$ cat src/rtl/ram_arb_pkg.sv
// rtl/ram_arb_pkg.sv - shared types for the CPU/DMA RAM arbiter
package ram_arb_pkg;

    typedef enum logic [1:0] {
        IDLE   = 2'd0,
        SETUP  = 2'd1,
        ACCESS = 2'd2,
        DONE   = 2'd3
    } state_t;

    typedef enum logic {
        OWN_CPU = 1'b0,
        OWN_DMA = 1'b1
    } owner_t;

endpackage

$ cat src/rtl/ram_arbiter_arb_rr2.sv
// rtl/ram_arbiter_arb_rr2.sv - two-way round-robin grant decision
module arb_rr2
    import ram_arb_pkg::*;
(
    input  logic   c_req,
    input  logic   d_req,
    input  owner_t last_owner,
    output logic   grant_valid,
    output owner_t grant_owner
);

    always_comb begin
        grant_valid = c_req | d_req;
        grant_owner = OWN_CPU;
        // On conflict the port that did not win last time goes first
        if (c_req && d_req) begin
            grant_owner = (last_owner == OWN_CPU) ? OWN_DMA : OWN_CPU;
        end else if (d_req) begin
            grant_owner = OWN_DMA;
        end
    end

endmodule

$ cat src/rtl/ram_arbiter.sv
// rtl/ram_arbiter.sv - shares the single-port strobed RAM between CPU and DMA ports
module ram_arbiter
    import ram_arb_pkg::*;
#(
    parameter int WORD_W = 8,
    parameter int ADDR_W = 5
) (
    input  logic              clock,
    input  logic              n_reset,
    input  logic              c_req,
    input  logic              c_we,
    input  logic [ADDR_W-1:0] c_addr,
    input  logic [WORD_W-1:0] c_wdata,
    output logic              c_ack,
    input  logic              d_req,
    input  logic              d_we,
    input  logic [ADDR_W-1:0] d_addr,
    input  logic [WORD_W-1:0] d_wdata,
    output logic              d_ack,
    output logic [WORD_W-1:0] rdata,
    output logic              owner,
    output logic [ADDR_W-1:0] ram_addr,
    output logic [WORD_W-1:0] ram_dout,
    output logic              ram_drive,
    input  logic [WORD_W-1:0] ram_din,
    output logic              RAM_NCE,
    output logic              RAM_NOE,
    output logic              RAM_NWE
);

    state_t            r_state;
    state_t            w_next;
    owner_t            r_owner;
    owner_t            r_last_owner;
    owner_t            w_grant_owner;
    logic              w_grant_valid;
    logic              r_we;
    logic [ADDR_W-1:0] r_addr;
    logic [WORD_W-1:0] r_wdata;
    logic [WORD_W-1:0] r_rdata;

    arb_rr2 u_arb (
        .c_req       (c_req),
        .d_req       (d_req),
        .last_owner  (r_last_owner),
        .grant_valid (w_grant_valid),
        .grant_owner (w_grant_owner)
    );

    always_ff @(posedge clock or negedge n_reset) begin
        if (!n_reset) begin
            r_state      <= IDLE;
            r_owner      <= OWN_CPU;
            r_last_owner <= OWN_DMA;
            r_we         <= 1'b0;
            r_addr       <= '0;
            r_wdata      <= '0;
            r_rdata      <= '0;
        end else begin
            r_state <= w_next;
            if (r_state == IDLE && w_grant_valid) begin
                r_owner <= w_grant_owner;
                if (w_grant_owner == OWN_DMA) begin
                    r_we    <= d_we;
                    r_addr  <= d_addr;
                    r_wdata <= d_wdata;
                end else begin
                    r_we    <= c_we;
                    r_addr  <= c_addr;
                    r_wdata <= c_wdata;
                end
            end
            if (r_state == ACCESS && !r_we) begin
                r_rdata <= ram_din;
            end
            if (r_state == DONE) begin
                r_last_owner <= r_owner;
            end
        end
    end

    // Strobes decode straight from the state register so reset lifts them without a clock
    always_comb begin
        w_next    = r_state;
        RAM_NCE   = 1'b1;
        RAM_NOE   = 1'b1;
        RAM_NWE   = 1'b1;
        ram_drive = 1'b0;
        c_ack     = 1'b0;
        d_ack     = 1'b0;
        case (r_state)
            IDLE: begin
                if (w_grant_valid) begin
                    w_next = SETUP;
                end
            end
            SETUP: begin
                RAM_NCE = 1'b0;
                if (r_we) begin
                    ram_drive = 1'b1;
                end else begin
                    RAM_NOE = 1'b0;
                end
                w_next = ACCESS;
            end
            ACCESS: begin
                RAM_NCE = 1'b0;
                if (r_we) begin
                    RAM_NWE   = 1'b0;
                    ram_drive = 1'b1;
                end else begin
                    RAM_NOE = 1'b0;
                end
                w_next = DONE;
            end
            DONE: begin
                ram_drive = r_we;
                c_ack     = (r_owner == OWN_CPU);
                d_ack     = (r_owner == OWN_DMA);
                w_next    = IDLE;
            end
            default: begin
                w_next = IDLE;
            end
        endcase
    end

    assign owner    = r_owner;
    assign ram_addr = r_addr;
    assign ram_dout = r_wdata;
    assign rdata    = r_rdata;

endmodule

$ cat config.mk
export PLATFORM = sky130hd
export DESIGN_NAME = ram_arbiter
export DESIGN_NICKNAME = d
export VERILOG_FILES = /design/src/rtl/ram_arb_pkg.sv /design/src/rtl/ram_arbiter_arb_rr2.sv /design/src/rtl/ram_arbiter.sv
export SDC_FILE = /design/constraint.sdc
export NUM_CORES = 1
export LEC_CHECK = 0
export CORE_MARGIN = 2
export CORE_UTILIZATION = 38
export CTS_BUF_LIST = sky130_fd_sc_hd__clkbuf_4 sky130_fd_sc_hd__clkbuf_8 sky130_fd_sc_hd__clkbuf_16
export DETAILED_ROUTE_END_ITERATION = 16
export MAX_ROUTING_LAYER = met4
export PLACE_DENSITY_LB_ADDON = 0.3
export RECOVER_POWER = 25
export SLEW_MARGIN = 30
export SYNTH_ARGS = -nofsm -noshare
export SYNTH_HDL_FRONTEND = slang
export SYNTH_HIERARCHICAL = 1
export SYNTH_SLANG_ARGS = --single-unit
$ cat constraint.sdc
create_clock -name clock -period 1.55 [get_ports clock]
set_input_delay 0.31 -clock clock [delete_from_list [all_inputs] [get_ports clock]]
set_output_delay 0.31 -clock clock [all_outputs]
set_load 0.03 [all_outputs]
After elaboration in Yosys (flattened, before gate mapping)
Index checks and enable logic that the tools add are counted.
W data, S select, Z words.
Cells by class
  equal/unequal tests: 4
  mux-type cells: 16
  bitwise gates (word level): 2
  reductions and logical operators: 6
Operators with widths (count)
  $mux W1: 11
  $mux W8: 1
  $pmux W2 S4: 1
  $mux W5: 1
  $eq A2 B2 Y1 const B: 2
  $logic_and A1 B1 Y1: 3
  $eq A2 B1 Y1 const B: 1
  $logic_not A2 Y1: 1
  $mux W2: 1
  $ne A2 B2 Y1 const B: 1
  $pmux W1 S2: 1
  $reduce_or A2 Y1: 1
  $logic_not A1 Y1: 1
  $not A1 Y1: 1
  $or A1 B1 Y1: 1
Storage, ports and cells
  register bits after elaboration: 26
  input port bits: 40
  output and inout bits: 28
  word-level logic and storage cells: 35

Depth between registers and ports, before layout
  depth after elaboration: 3
  depth in mapped cells: 7

Modules after synthesis
The synthesis kept the hierarchy.
Modules (own cells, without submodules)
  ram_arbiter: times used 1, cells an instance 104, area an instance 1253.7 um^2, sequential area each 651.9 um^2
  arb_rr2: times used 1, cells an instance 2, area an instance 13.8 um^2, sequential area each 0.0 um^2

Least setup slack after synthesis
No wires, ideal clock.
  kind: flip-flop to flip-flop
  from: reg r_state[0]
  to: reg r_rdata[0], in the netlist rdata[0]
  arrival time: 1268 ps
  required time: 1425 ps
  slack: 157 ps
  stages on the path, launching flop included: 6
  period minus slack after synthesis: 1393 ps
  path through: dfrtp_1 > inv_1 > ha_1 > nor2b_1 > buf_2 > mux2_2
Between the ends
  longest elaborated chain between the ends: 2
RTL lines
  start, declared: line ram_arbiter.sv:31  | state_t r_state;
  start signal, assigned: line ram_arbiter.sv:60  | r_state <= w_next;
  $eq A2 B2 Y1: line ram_arbiter.sv:73  | if (r_state == ACCESS && !r_we) begin
  $logic_and A1 B1 Y1: line ram_arbiter.sv:73
  end signal, assigned: line ram_arbiter.sv:74  | r_rdata <= ram_din;
  end, declared: line ram_arbiter.sv:40  | logic [WORD_W-1:0] r_rdata;
No other way between the ends.
A chain may end at the register's enable or synchronous reset.

Worst setup path after layout
  from: reg r_state[1]
  to: out RAM_NCE
Between the ends
  longest elaborated chain between the ends: 3
  elaborated cells between the ends (all ways): 4
  those cells by class: 2 x eq/ne; 1 x mux; 1 x reduce/logical
RTL lines
  $eq A2 B2 Y1 / $eq A2 B1 Y1 (equally long branches): line ram_arbiter.sv:91  | case (r_state)
  $reduce_or A2 Y1 (no line) (*)
  $mux W1 (*): line ram_arbiter.sv:91
  end, declared: line ram_arbiter.sv:26  | output logic RAM_NCE,
Mark *: on every way between the ends. The rest lies on a longest branch, timed or not.

==> results.md <==
- The relative area change from synthesis to final layout is 68.5%.
- The clock-pin slew of the registers on the worst-case setup and hold paths is around 0.15 ns.
- The count of nets left with antenna violations after detail routing is 0.
- The final-report max-slew violation count is 0.
- 0 antenna diodes ended up in the layout.
- The filler cells instantiated in the layout total 248.
- In this run the number of cells on the critical path is 4.
- Summing the sequential cell areas from Yosys gives between 50% and 60% of the chip area.
- The Yosys step of the flow raised 6 warnings.
- Prior to clock tree synthesis, the placed netlist has a worst setup slack of -0.0586 ns.
- The global-route wire length before repair is 4.89 mm.
- The fraction of post-synthesis cell area in the top cell type by area is 49.4%.
- The standby leakage power is about 0.94 nW.
- The startpoint type of the worst setup path is a flop.
- The number of cell rows is 20.
- For this design, the slowest cell found on the critical path is sky130_fd_sc_hd__dfrtp_1.
- Setup repair after global routing could not meet its margin everywhere.
- The floorplan step defined a core boundary enclosing 0.00310 mm2.
- The post-synthesis instance area is 0.00127 mm2.
- The number of detailed-routing iterations run before antenna repair is 4.
- Net switching is 43.8% of the power.
- The clock tree root buffer cell is sky130_fd_sc_hd__clkbuf_4.
- Traced cell by cell, the critical path runs through inv_2 -> ha_4 -> inv_2 -> buf_6.
- The pin count of the biggest net entering global routing is 27.
- Global routing used 18.2% of the available tracks.
- Of all nets on the critical path, the largest fanout is 3.
- The number of standard cells after synthesis is approximately 110.
- The floorplan step set the die height to between 60 and 70 um.
- The routed length per instance is 13.9 um.
- Summing all placed instances gives a cell area of 0.00199 mm2.
- The critical path's top delay family is flip-flops.
- Summed over all nets, the switching power comes to 1.98 mW.
- The number of failing hold endpoints at the final stage was 0.
- The average instance in the mapped netlist occupies 12.0 um2.
- The post-route netlist has 27.3% of its cells at a drive strength greater than 1.
- The run finished, with violations left.
- The initial DRC count is 23.
- Among all flip-flop cells after synthesis, the most frequent one is sky130_fd_sc_hd__dfrtp_1.
- The final critical path time including I/O delays and setup is approximately 1.7 ns.
- In this run the deepest clock path goes through 2 buffers.
- In the final design database the tool counted 228 nets.
- The number of library cell types mapped by synthesis is 20.
- The clock net in this run drives a total of 26 sinks.
- Derived from the worst setup path, the maximum achievable clock frequency is 606 MHz.
- The number of antenna violations at the first check in global routing is 0.
- For this run, design rule violations remaining after detail routing come to 0.
- The commonest cells after synthesis are 27 x sky130_fd_sc_hd__a21oi_1, 25 x sky130_fd_sc_hd__dfrtp_1, 15 x sky130_fd_sc_hd__mux2i_1.
- The path type of the worst min-delay path is primary input to async pin.
- The setup-violating endpoint count in the final report is 6.
- For the worst-skew pair, the clock arrives at the later sink with an insertion delay of approximately 0.32 ns.
- Of all cell types, the one taking the most synthesized area is sky130_fd_sc_hd__dfrtp_1.
- Max-cap violations in this run came to 0.
- The via count of the first global-routing pass is ~1100.
- The port buffer count is 67.
- For this design the top-level I/O count stands at 68.
- The overall die area is 0.00381 mm2.
- The number of buffers inserted during clock tree synthesis is 3.
- Registers are responsible for 27.5% of the overall power.
- The maximum cell stage delay along the critical path is roughly 0.44 ns.
- After layout, the design draws a total of between 4 and 5 mW.
- Data on the critical path arrives at its endpoint at ~1.3 ns.
- The worst pin sits at a relative slew slack of 57.1%.
- The H-tree depth is 1.
- The core occupancy in the finished layout is 68.8%.
- For this configuration, the core starts out at a cell density of 40.8%.
- The aggregate routed wire length is 3.15 mm.
- The worst-case hold slack is 0.516 ns.
- The worst setup skew after layout is 0.00833 ns.
- Synthesis inferred 26 register bits.
- The internal power summed over all cells is ~2.5 mW.
- The final non-filler cell area is 0.00214 mm2.
- Summed over all layers, the global routing overflow is 0.
- The number of enable flip-flop cells after synthesis is 0.
- The congestion estimate from routability-driven global placement came to 0.800.
- The power density of the placed cells is 2120 mW/mm2.
- The post-DP HPWL is 2.33 mm.
- The transition time at the pin with the least slew margin is 0.643 ns.
- The most common cell in the synthesized netlist is sky130_fd_sc_hd__a21oi_1.
- In this run, the combinational gates consume between 60% and 70% of the power.
- The part of the total power dissipated in the clock network is 10.3%.
- The die is 61.8 um wide.
- In the post-route analysis, the smallest setup slack over all paths is -0.101 ns.
- The clock tree from TritonCTS is built.
- Ranked by total cell area, the synthesized netlist is headed by sky130_fd_sc_hd__dfrtp_1 49%, sky130_fd_sc_hd__mux2i_1 12%, sky130_fd_sc_hd__a21oi_1 11%.
- After synthesis, the share of flip-flops with an asynchronous set or reset is 100%.
- The number of buffers and inverters on the critical path is 3.
- Measured in cells, the most critical reg-to-reg path has a length of 5.
- The post-synthesis net count is 150.
- The portion of the clock cycle consumed by the worst path in the final layout is 106%.
- The count of hold buffers inserted by post-cts repair is 0.
- The number of vias per cell after detailed routing is about 4.7.
- Data on the critical path is required at its endpoint by 1.24 ns.
- Summing over every cut layer, the via total after detailed routing is 1069.
- The most frequent cell on the critical path is sky130_fd_sc_hd__inv_2.
- By startpoint and endpoint, the worst setup path is classified as flop to output pin.
- IR analysis of the VDD net gives a maximum drop of between 0.7 and 0.8 mV.
- The worst setup path is captured at an output pin.
- The final reports fail on setup timing.
registers in the layout, indices dropped and copies added, names as in the netlist:
register,flops
ram_dout,8
rdata,8
ram_addr,5
r_state,2
owner,1
r_last_owner,1
r_we,1
worst register-to-register path, stage by stage (launching register included):
cell and delay (ns):
sky130_fd_sc_hd__dfrtp_1 0.45, sky130_fd_sc_hd__inv_4 0.12, sky130_fd_sc_hd__ha_4 0.15, sky130_fd_sc_hd__nor2b_2 0.13, sky130_fd_sc_hd__buf_4 0.17, sky130_fd_sc_hd__mux2_2 0.34
final timing paths:
check | slack (ns) | start | to
max in group asynchronous | 0.62 | n_reset | r_we
worst max-delay path | -0.10 | r_state[1] | RAM_NCE
worst min register to register | 0.52 | rdata[2] | rdata[2]
worst min-delay path | 0.52 | n_reset | ram_dout[7]
worst max register to register | 0.07 | r_state[0] | rdata[7]
min in group clock | 0.52 | rdata[2] | rdata[2]
repair_timing:
item	CTS	global route
setup endpoints to repair	28	14
buffers inserted	2	4
cloned	0	0
gates resized for setup	32	10
pin swaps	1	1
per-layer routing:
metal | global-route usage, % | up-vias | share of wire [%]
met5 | - | - | 0
li1 | - | 522 | -
met2 | 31.9 | 34 | 53
met3 | 3.11 | 4 | 4.3
met1 | 20.4 | 509 | 42
met4 | 7.60 | 0 | 1.2
per-stage QoR:
| stage | setup TNS (ns) | instances |
|---|---|---|
| final | -0.332 | 227 |
| after global routing | -0.769 | 227 |
| after CTS | -0.273 | 223 |
| after detailed placement | -0.702 | 217 |
| after global placement | -0.331 | 217 |
| after floorplan | 0 | 106 |
cells by family (layout without fill, tap and decap cells):
kind of cell | Yosys count | in the layout | share of synthesized area [%]
and+or+nand+nor | 10 | 10 | 4.74
buffers and inverters | 11 | 88 | 6.22
DFF | 26 | 26 | 51.4
adders and majority gates | 4 | 4 | 3.95
muxes | 25 | 25 | 21.0
AOI/OAI and AO/OA | 30 | 30 | 12.6
cell type report:
type / instances / area [um2] / area share (%)
clock inverters: 1 / 30.0 / 1.41
inverters: 3 / 13.8 / 0.644
repair buffers: 81 / 762 / 35.7
flip-flops and latches: 26 / 652 / 30.5
clock buffers: 3 / 22.5 / 1.05
well taps: 44 / 55.1 / 2.58
multi-input cells: 69 / 601 / 28.1
cell usage in the layout, fill, tap and decap left out, drive strengths merged:
cell type	count
buf	19
dfrtp	25
nor2	1
and2	2
clkdlybuf4s50	38
dlygate4sd2	22
a21boi	1
a21oi	29
or2	1
mux2	10
inv	3
nand2b	1
clkbuf	4
dlygate4sd3	1
ha	4
nor2b	4
dfstp	1
nand2	1
mux2i	15
bufinv	1
power groups by stage:
stage          logic (mW)  registers [mW]  clock network [mW]
6_report             2.81            1.25               0.465
5_1_grt              3.01            1.30               0.500
4_1_cts              2.63            1.23               0.480
3_5_place_dp         2.62            1.25                   0
3_3_place_gp         2.58            1.24                   0
2_1_floorplan        1.06            1.79                   0
No activity file was read; power rests on OpenSTA's default activity.
